==> src/rtl/rr_arb_pkg.sv <==
// Shared constants and types for the round-robin arbitrating mux.
// RR_ARB_MUX_LOCK_EN enables packet locking (in_last/out_last ports).
package rr_arb_pkg;

    // Pointer resets to the last index so requester 0 wins the first arbitration.
    localparam bit RR_PTR_RESET_IS_LAST = 1'b1;

    typedef enum logic {UNLOCKED, LOCKED} lock_state_t;

endpackage

==> src/rtl/rr_pick.sv <==
// Combinational round-robin picker: first set request after ptr_i, wrapping modulo INPUTS.
module rr_pick #(
    parameter  int INPUTS = 4,
    localparam int SW     = $clog2(INPUTS)
) (
    input  logic [INPUTS-1:0] req_i,
    input  logic [SW-1:0]     ptr_i,
    output logic [SW-1:0]     grant_o,
    output logic              any_o
);

    logic [SW:0] idx;

    // Walk offsets from farthest to nearest so the nearest set request wins.
    always_comb begin
        grant_o = '0;
        any_o   = |req_i;
        idx     = '0;
        for (int k = INPUTS; k >= 1; k--) begin
            idx = {1'b0, ptr_i} + (SW+1)'(k);
            if (idx >= (SW+1)'(INPUTS)) idx = idx - (SW+1)'(INPUTS);
            if (req_i[idx[SW-1:0]]) grant_o = idx[SW-1:0];
        end
    end

endmodule

==> src/rtl/rr_arb_mux.sv <==
// Round-robin N:1 valid/ready mux with a registered output stage.
// Define RR_ARB_MUX_LOCK_EN to hold a grant until in_last closes the packet.
module rr_arb_mux
    import rr_arb_pkg::*;
#(
    parameter  int INPUTS = 4,
    parameter  int WIDTH  = 8,
    localparam int SW     = $clog2(INPUTS)
) (
    input  logic              clock,
    input  logic              reset,
    input  logic [INPUTS-1:0] in_valid,
    input  logic [WIDTH-1:0]  in_data [INPUTS-1:0],
    output logic [INPUTS-1:0] in_ready,
`ifdef RR_ARB_MUX_LOCK_EN
    input  logic [INPUTS-1:0] in_last,
    output logic              out_last,
`endif
    output logic              out_valid,
    output logic [WIDTH-1:0]  out_data,
    output logic [SW-1:0]     out_src,
    input  logic              out_ready
);

    localparam logic [SW-1:0] PTR_RST = RR_PTR_RESET_IS_LAST ? SW'(INPUTS-1) : '0;

    logic             out_valid_q, out_valid_d;
    logic [WIDTH-1:0] out_data_q, out_data_d;
    logic [SW-1:0]    out_src_q, out_src_d;
    logic [SW-1:0]    ptr_q, ptr_d;
    logic [SW-1:0]    pick_grant, grant;
    logic             pick_any, any;
    logic             load_en, xfer;

    rr_pick #(.INPUTS(INPUTS)) u_pick (
        .req_i   (in_valid),
        .ptr_i   (ptr_q),
        .grant_o (pick_grant),
        .any_o   (pick_any)
    );

`ifdef RR_ARB_MUX_LOCK_EN
    lock_state_t   lock_q, lock_d;
    logic [SW-1:0] lock_idx_q, lock_idx_d;
    logic          out_last_q, out_last_d;

    // While a packet is open only its owner may be granted.
    always_comb begin
        grant = pick_grant;
        any   = pick_any;
        if (lock_q == LOCKED) begin
            grant = lock_idx_q;
            any   = in_valid[lock_idx_q];
        end
    end
    assign out_last = out_last_q;
`else
    assign grant = pick_grant;
    assign any   = pick_any;
`endif

    assign load_en = !out_valid_q || out_ready;
    assign xfer    = load_en && any && !reset;

    always_comb begin
        in_ready = '0;
        if (xfer) in_ready[grant] = 1'b1;
    end

    always_comb begin
        out_valid_d = out_valid_q;
        out_data_d  = out_data_q;
        out_src_d   = out_src_q;
        ptr_d       = ptr_q;
`ifdef RR_ARB_MUX_LOCK_EN
        lock_d      = lock_q;
        lock_idx_d  = lock_idx_q;
        out_last_d  = out_last_q;
`endif
        if (xfer) begin
            out_valid_d = 1'b1;
            out_data_d  = in_data[grant];
            out_src_d   = grant;
            ptr_d       = grant;
`ifdef RR_ARB_MUX_LOCK_EN
            lock_d      = in_last[grant] ? UNLOCKED : LOCKED;
            lock_idx_d  = grant;
            out_last_d  = in_last[grant];
`endif
        end else if (out_ready) begin
            out_valid_d = 1'b0;
        end
    end

    always_ff @(posedge clock) begin
        if (reset) begin
            out_valid_q <= 1'b0;
            out_data_q  <= '0;
            out_src_q   <= '0;
            ptr_q       <= PTR_RST;
`ifdef RR_ARB_MUX_LOCK_EN
            lock_q      <= UNLOCKED;
            lock_idx_q  <= '0;
            out_last_q  <= 1'b0;
`endif
        end else begin
            out_valid_q <= out_valid_d;
            out_data_q  <= out_data_d;
            out_src_q   <= out_src_d;
            ptr_q       <= ptr_d;
`ifdef RR_ARB_MUX_LOCK_EN
            lock_q      <= lock_d;
            lock_idx_q  <= lock_idx_d;
            out_last_q  <= out_last_d;
`endif
        end
    end

    assign out_valid = out_valid_q;
    assign out_data  = out_data_q;
    assign out_src   = out_src_q;

endmodule

==> config.mk <==
export PLATFORM = sky130hd
export DESIGN_NAME = rr_arb_mux
export DESIGN_NICKNAME = d
export VERILOG_FILES = /design/src/rtl/rr_arb_pkg.sv /design/src/rtl/rr_pick.sv /design/src/rtl/rr_arb_mux.sv
export SDC_FILE = /design/constraint.sdc
export NUM_CORES = 1
export LEC_CHECK = 0
export ABC_AREA = 0
export CORE_MARGIN = 2
export CORE_UTILIZATION = 33
export CTS_CLUSTER_DIAMETER = 40
export CTS_CLUSTER_SIZE = 24
export DETAILED_ROUTE_END_ITERATION = 6
export GPL_TIMING_DRIVEN = 0
export PLACE_DENSITY = 0.74
export SLEW_MARGIN = 20
export SYNTH_ARGS = -nofsm -noshare
export SYNTH_HDL_FRONTEND = slang
export SYNTH_SLANG_ARGS = --single-unit
==> constraint.sdc <==
create_clock -name clock -period 1.6 [get_ports clock]
set_input_delay 0.32 -clock clock [delete_from_list [all_inputs] [get_ports clock]]
set_output_delay 0.32 -clock clock [all_outputs]
set_load 0.1 [all_outputs]
After elaboration in Yosys (flattened, before gate mapping):

Cells that the tools add are included.

* memory bits (read-only): 0
* bits of input ports: 39
* memories kept: 0
* memory bits (writable): 0
* bits in registers: 13
* output and inout bits: 15
* bits in latches: 0
* word-level logic and storage cells: 53

* $lt $le $gt $ge: 10
* equal/unequal tests: 0
* divide/modulo/power cells: 0
* mux-type cells: 23
* add/subtract/negate cells: 8
* bitwise logic cells: 0
* shifts and indexed selects: 0
* multipliers: 0
* reductions and logical operators: 8

Operators with widths (count)
* 8-bit binary-select mux with 2-bit select: 1
* 2-bit 2-to-1 mux: 8
* 2-bit by 3-bit < comparator with 1-bit output, second input constant: 5
* 3-bit greater-or-equal comparator, second input constant: 4
* 1-bit binary-select mux with 2-bit select: 4
* 8-bit 2-to-1 mux: 1
* 2-bit by 1-bit subtractor with 2-bit output, second input constant: 4
* 1-bit 2-to-1 mux: 7
* 2-bit by 2-bit adder with 3-bit output, second input constant: 2
* 4-bit 2-to-1 mux: 1
* 4-bit OR reduction: 1
* 2-bit by 1-bit adder with 3-bit output, second input constant: 1
* 2-bit by 3-bit adder with 3-bit output, second input constant: 1
* 1-bit logical AND: 3
* 1-bit demux with 2-bit select: 1
* 2-bit by 1-bit greater-or-equal comparator with 1-bit output, second input constant: 1
* 1-bit logical NOT: 2
* 2-bit nonzero test: 1
* 1-bit logical OR: 1

Longest topological paths before layout:

Gate-level depths: netlist of run 1.

* depth after elaboration: 14
* mapped depth: 6
* gate-level depth less buffers: 5

Cells and area by module:

From an unflattened synthesis of run 1, not the netlist that was laid out.

* cells, all modules: 64
* area, all modules: 763.2 um^2

Modules (own cells, without submodules)
* rr_arb_mux: instances 1, area an instance 671.9 um^2, sequential area each 260.2 um^2, cells an instance 50
* rr_pick: instances 1, area an instance 91.3 um^2, sequential area each 0.0 um^2, cells an instance 14

Worst setup path after synthesis of run 1:

Ideal clock, no wire load.

* path kind: flip-flop to output port
* start: register out_valid_q (netlist: out_valid)
* end: output in_ready[1]
* stages on the path, launching flop included: 5
* path buffers: 0
* arrival time: 2783 ps
* setup slack: -1503 ps
* required time: 1280 ps
* cell sequence: dfxtp_1 -> nor2b_1 -> nor3_1 -> nand2_1 -> nor2_1

* longest elaborated chain between the ends: 5

RTL lines
* from (decl): RTL line rr_arb_mux.sv:27 `logic out_valid_q, out_valid_d;`
* from (signal assigned): RTL line rr_arb_mux.sv:107 `out_valid_q <= out_valid_d;`
* 1-bit logical NOT: RTL line rr_arb_mux.sv:62 `assign load_en = !out_valid_q || out_ready;`
* 1-bit logical OR: RTL line rr_arb_mux.sv:62
* 1-bit logical AND (2 in series): RTL line rr_arb_mux.sv:63 `assign xfer = load_en && any && !reset;`
* 4-bit 2-to-1 mux: RTL line rr_arb_mux.sv:67 `if (xfer) in_ready[grant] = 1'b1;`
* to (decl): RTL line rr_arb_mux.sv:14 `output logic [INPUTS-1:0] in_ready,`

No other way between the ends.

Worst setup path after layout of run 1:

* start: register out_valid_q (netlist: out_valid)
* end: output in_ready[0]

The elaborated chain is that of the path after synthesis.

==> results of run 1 <==
-- layer usage --
metal | wire length, um | share of wire, %
met3 | 230 | 7.5
met1 | 1270 | 41
met2 | 1540 | 50
met4 | 30 | 0.98
met5 | 0 | 0
-- flip-flops by register name (all words and copies together) (netlist names) --
name / flops
out_data: 8
out_src: 2
out_valid: 1
ptr_q: 2
-- what timing repair did --
action	CTS	global route
pin swaps	7	10
gates cloned	0	0
setup endpoints to repair	27	13
gates resized for setup	95	6
setup buffers	12	5
-- placed cells by master, fill, tap and decap left out, types with 4 or more instances in the layout --
cell | netlist | layout
clkdlybuf4s50_1 | 0 | 32
mux2i_1 | 4 | 4
o21ai_1 | 4 | 4
nor2_4 | 0 | 4
clkdlybuf4s15_2 | 0 | 12
buf_6 | 1 | 5
dfxtp_1 | 13 | 10
o21ai_0 | 6 | 5
nand4_1 | 4 | 4
o31ai_1 | 4 | 4
mux2_4 | 2 | 8
a21oi_1 | 5 | 5
nor2_1 | 8 | 4
buf_12 | 0 | 5
a221o_1 | 4 | 4
buf_4 | 1 | 9
-- cells by family (layout without fill, tap and decap cells) --
family          after synthesis  after routing  synth area share (%)
compound gates               33             33                  27.5
buf+inv                       6             74                  3.94
flops                        13             13                  29.3
mux                          12             12                  15.5
simple gates                 36             36                  23.8
-- cell type report --
class	count	area, sq um
Buffer	2	15.0
Clock buffer	4	26.3
Fill cell	209	737
Inverter	2	7.51
Multi-Input combinational cell	81	732
Sequential cell	13	272
Tap cell	30	37.5
Timing Repair Buffer	66	696
-- final timing paths --
kind,startpoint,end
max,out_valid,in_ready[0]
min,reset,out_valid
max reg2reg,ptr_q[0],out_data[3]
min reg2reg,out_src[1],out_src[1]
-- through the flow --
stage | power (W) | hold slack [ps] | setup slack (ps) | cells | utilization [%]
final | 0.00171 | 429 | -366 | 198 | 70.8
after global routing | 0.00179 | 451 | -436 | 198 | 70.8
after CTS | 0.00166 | 419 | -389 | 196 | 69.0
after detailed placement | 0.00138 | 442 | -1860 | 182 | 61.8
after global placement | 0.00137 | 440 | -1840 | 182 | 61.8
after floorplan | 0.00112 | 519 | -234 | 100 | -
-- power by group through the flow --
stage	clock (W)	sequential, W	combinational (W)
CTS	0.000212	0.000413	0.00104
floorplan	0	0.000749	0.000375
global route	0.000234	0.000421	0.00114
finish	0.000209	0.000414	0.00109
detailed placement	0	0.000422	0.000956
global placement	0	0.000424	0.000949
-- critical path: stages (launching register included) --
cell     delay, ps
dfxtp_4        340
nor2b_4        130
or3_4          420
nor2_4         150
and2_4         160
buf_12         160
==> reports/results.tsv, run 1 <==
metric	value	unit
core area	2520	sq um
grt ovf	0	
EDFF count, synth	0	
Synth Cell Area	888	sq um
GR Layer Usage met3	8.14	%
1st-pass router iterations	5	
Yosys warnings	0	
Starting Density	35.2	%
leakage power	0.727	nW
vias in the first global route	1023	
Rel. slew slack	36.9	%
clock sink count	13	
ANT nets after route	0	
port bufs	52	
area delta synth->final	101	%
die area	3120	sq um
vias per std cell	5.30	
Sum Neg Setup Slack	-2660	ps
row cnt	18	
gr usage total	20.3	%
predominant post-synthesis flop cell	dfxtp_1	
Die Height	55.9	um
actual slew at the worst max-slew pin	950	ps
initial antenna violation count	0	
Nets	208	
Seq pwr share	24.1	%
fin crit share	123	%
first-pass GRT wire length	4890	um
Starting DRT DRC Count	23	
Final Setup Violations	13	
max-cap viol count	0	
most frequent cell after synthesis	dfxtp_1	
I/O pin count	54	
switching part of the total	46.9	%
clock share of power	12.2	%
Arr. time, crit path	1650	ps
ratio of cells with drive above 1 in the final layout	41.7	%
cell-internal power	0.000909	W
CP endpoint kind	output port	
Comb power frac	63.6	%
vias	1049	
DRC viols	0	
Data required, critical path	1280	ps
Placer Congestion	0.757	
Routed WL	3070	um
CTS buffer count	3	
CTS clk-pin slew, worst paths	80	ps
Global Route met1 Usage	22.4	%
P per Cell Area	959	nW/um^2
asr flop ratio synth	0	%
FF-to-FF path depth	7	
Detail Placement HPWL	2070	um
CTS Hold Buffers Added	0	
routed len/inst	15.5	um
largest net degree at the start of global routing	11	
setup ws final	-366	ps
Crit Path Max Fanout	4	
reg2reg setup slack	-210	ps
CTS Buffer Depth	2	
Yosys top cell area share	29.3	%
synth cell count leaders	dfxtp_1, nor2_1, mux2_1, o21ai_0	
Synth Net Count	139	
top post-synthesis cells by area	dfxtp_1, mux2_1, a221o_1	
Fin. Hold Viols	0	
switching pwr	0.000803	W
Worst VDD drop	1010	uV
Hold Crit Depth	2	
CTS root buffer	clkbuf_4	
Seq/Total Area, Yosys	29.3	%
min-delay worst type	in -> reg	
CTS tree	built	
Seq cells post-synth	13	
grt peak-use layer	met2	
Slew Viols, Final	0	
DP Area	1560	sq um
crit start category	flop	
Synth area leader	dfxtp_1	
ANT cells	0	
failing checks	negative setup slack	
Mapped Avg Cell Area	8.88	sq um
met2 Track Usage GR	36.1	%
post-synth cell types	35	
htree depth	1	
run status	finished with violations	
design area	1790	sq um
RSZ-0062 raised after global routing	yes	
Worst Skew	6.20	ps
fmax	0.509	GHz
Syn Inst Count	100	
type of the worst setup path	reg -> out	
Die W	55.9	um
worst-skew pair later-pin latency	280	ps
Tmin final	1970	ps
No activity file was read; power rests on OpenSTA's default activity.
==> inputs of run 2 (changes only) <==
--- a/config.mk
+++ b/config.mk
@@ -9,7 +9,6 @@
 export CORE_MARGIN = 2
 export CORE_UTILIZATION = 33
 export CTS_CLUSTER_DIAMETER = 40
-export CTS_CLUSTER_SIZE = 24
 export DETAILED_ROUTE_END_ITERATION = 6
 export GPL_TIMING_DRIVEN = 0
 export PLACE_DENSITY = 0.74
==> results of run 2 <==
Final layout, timing and power as in run 1 (identical DEF).
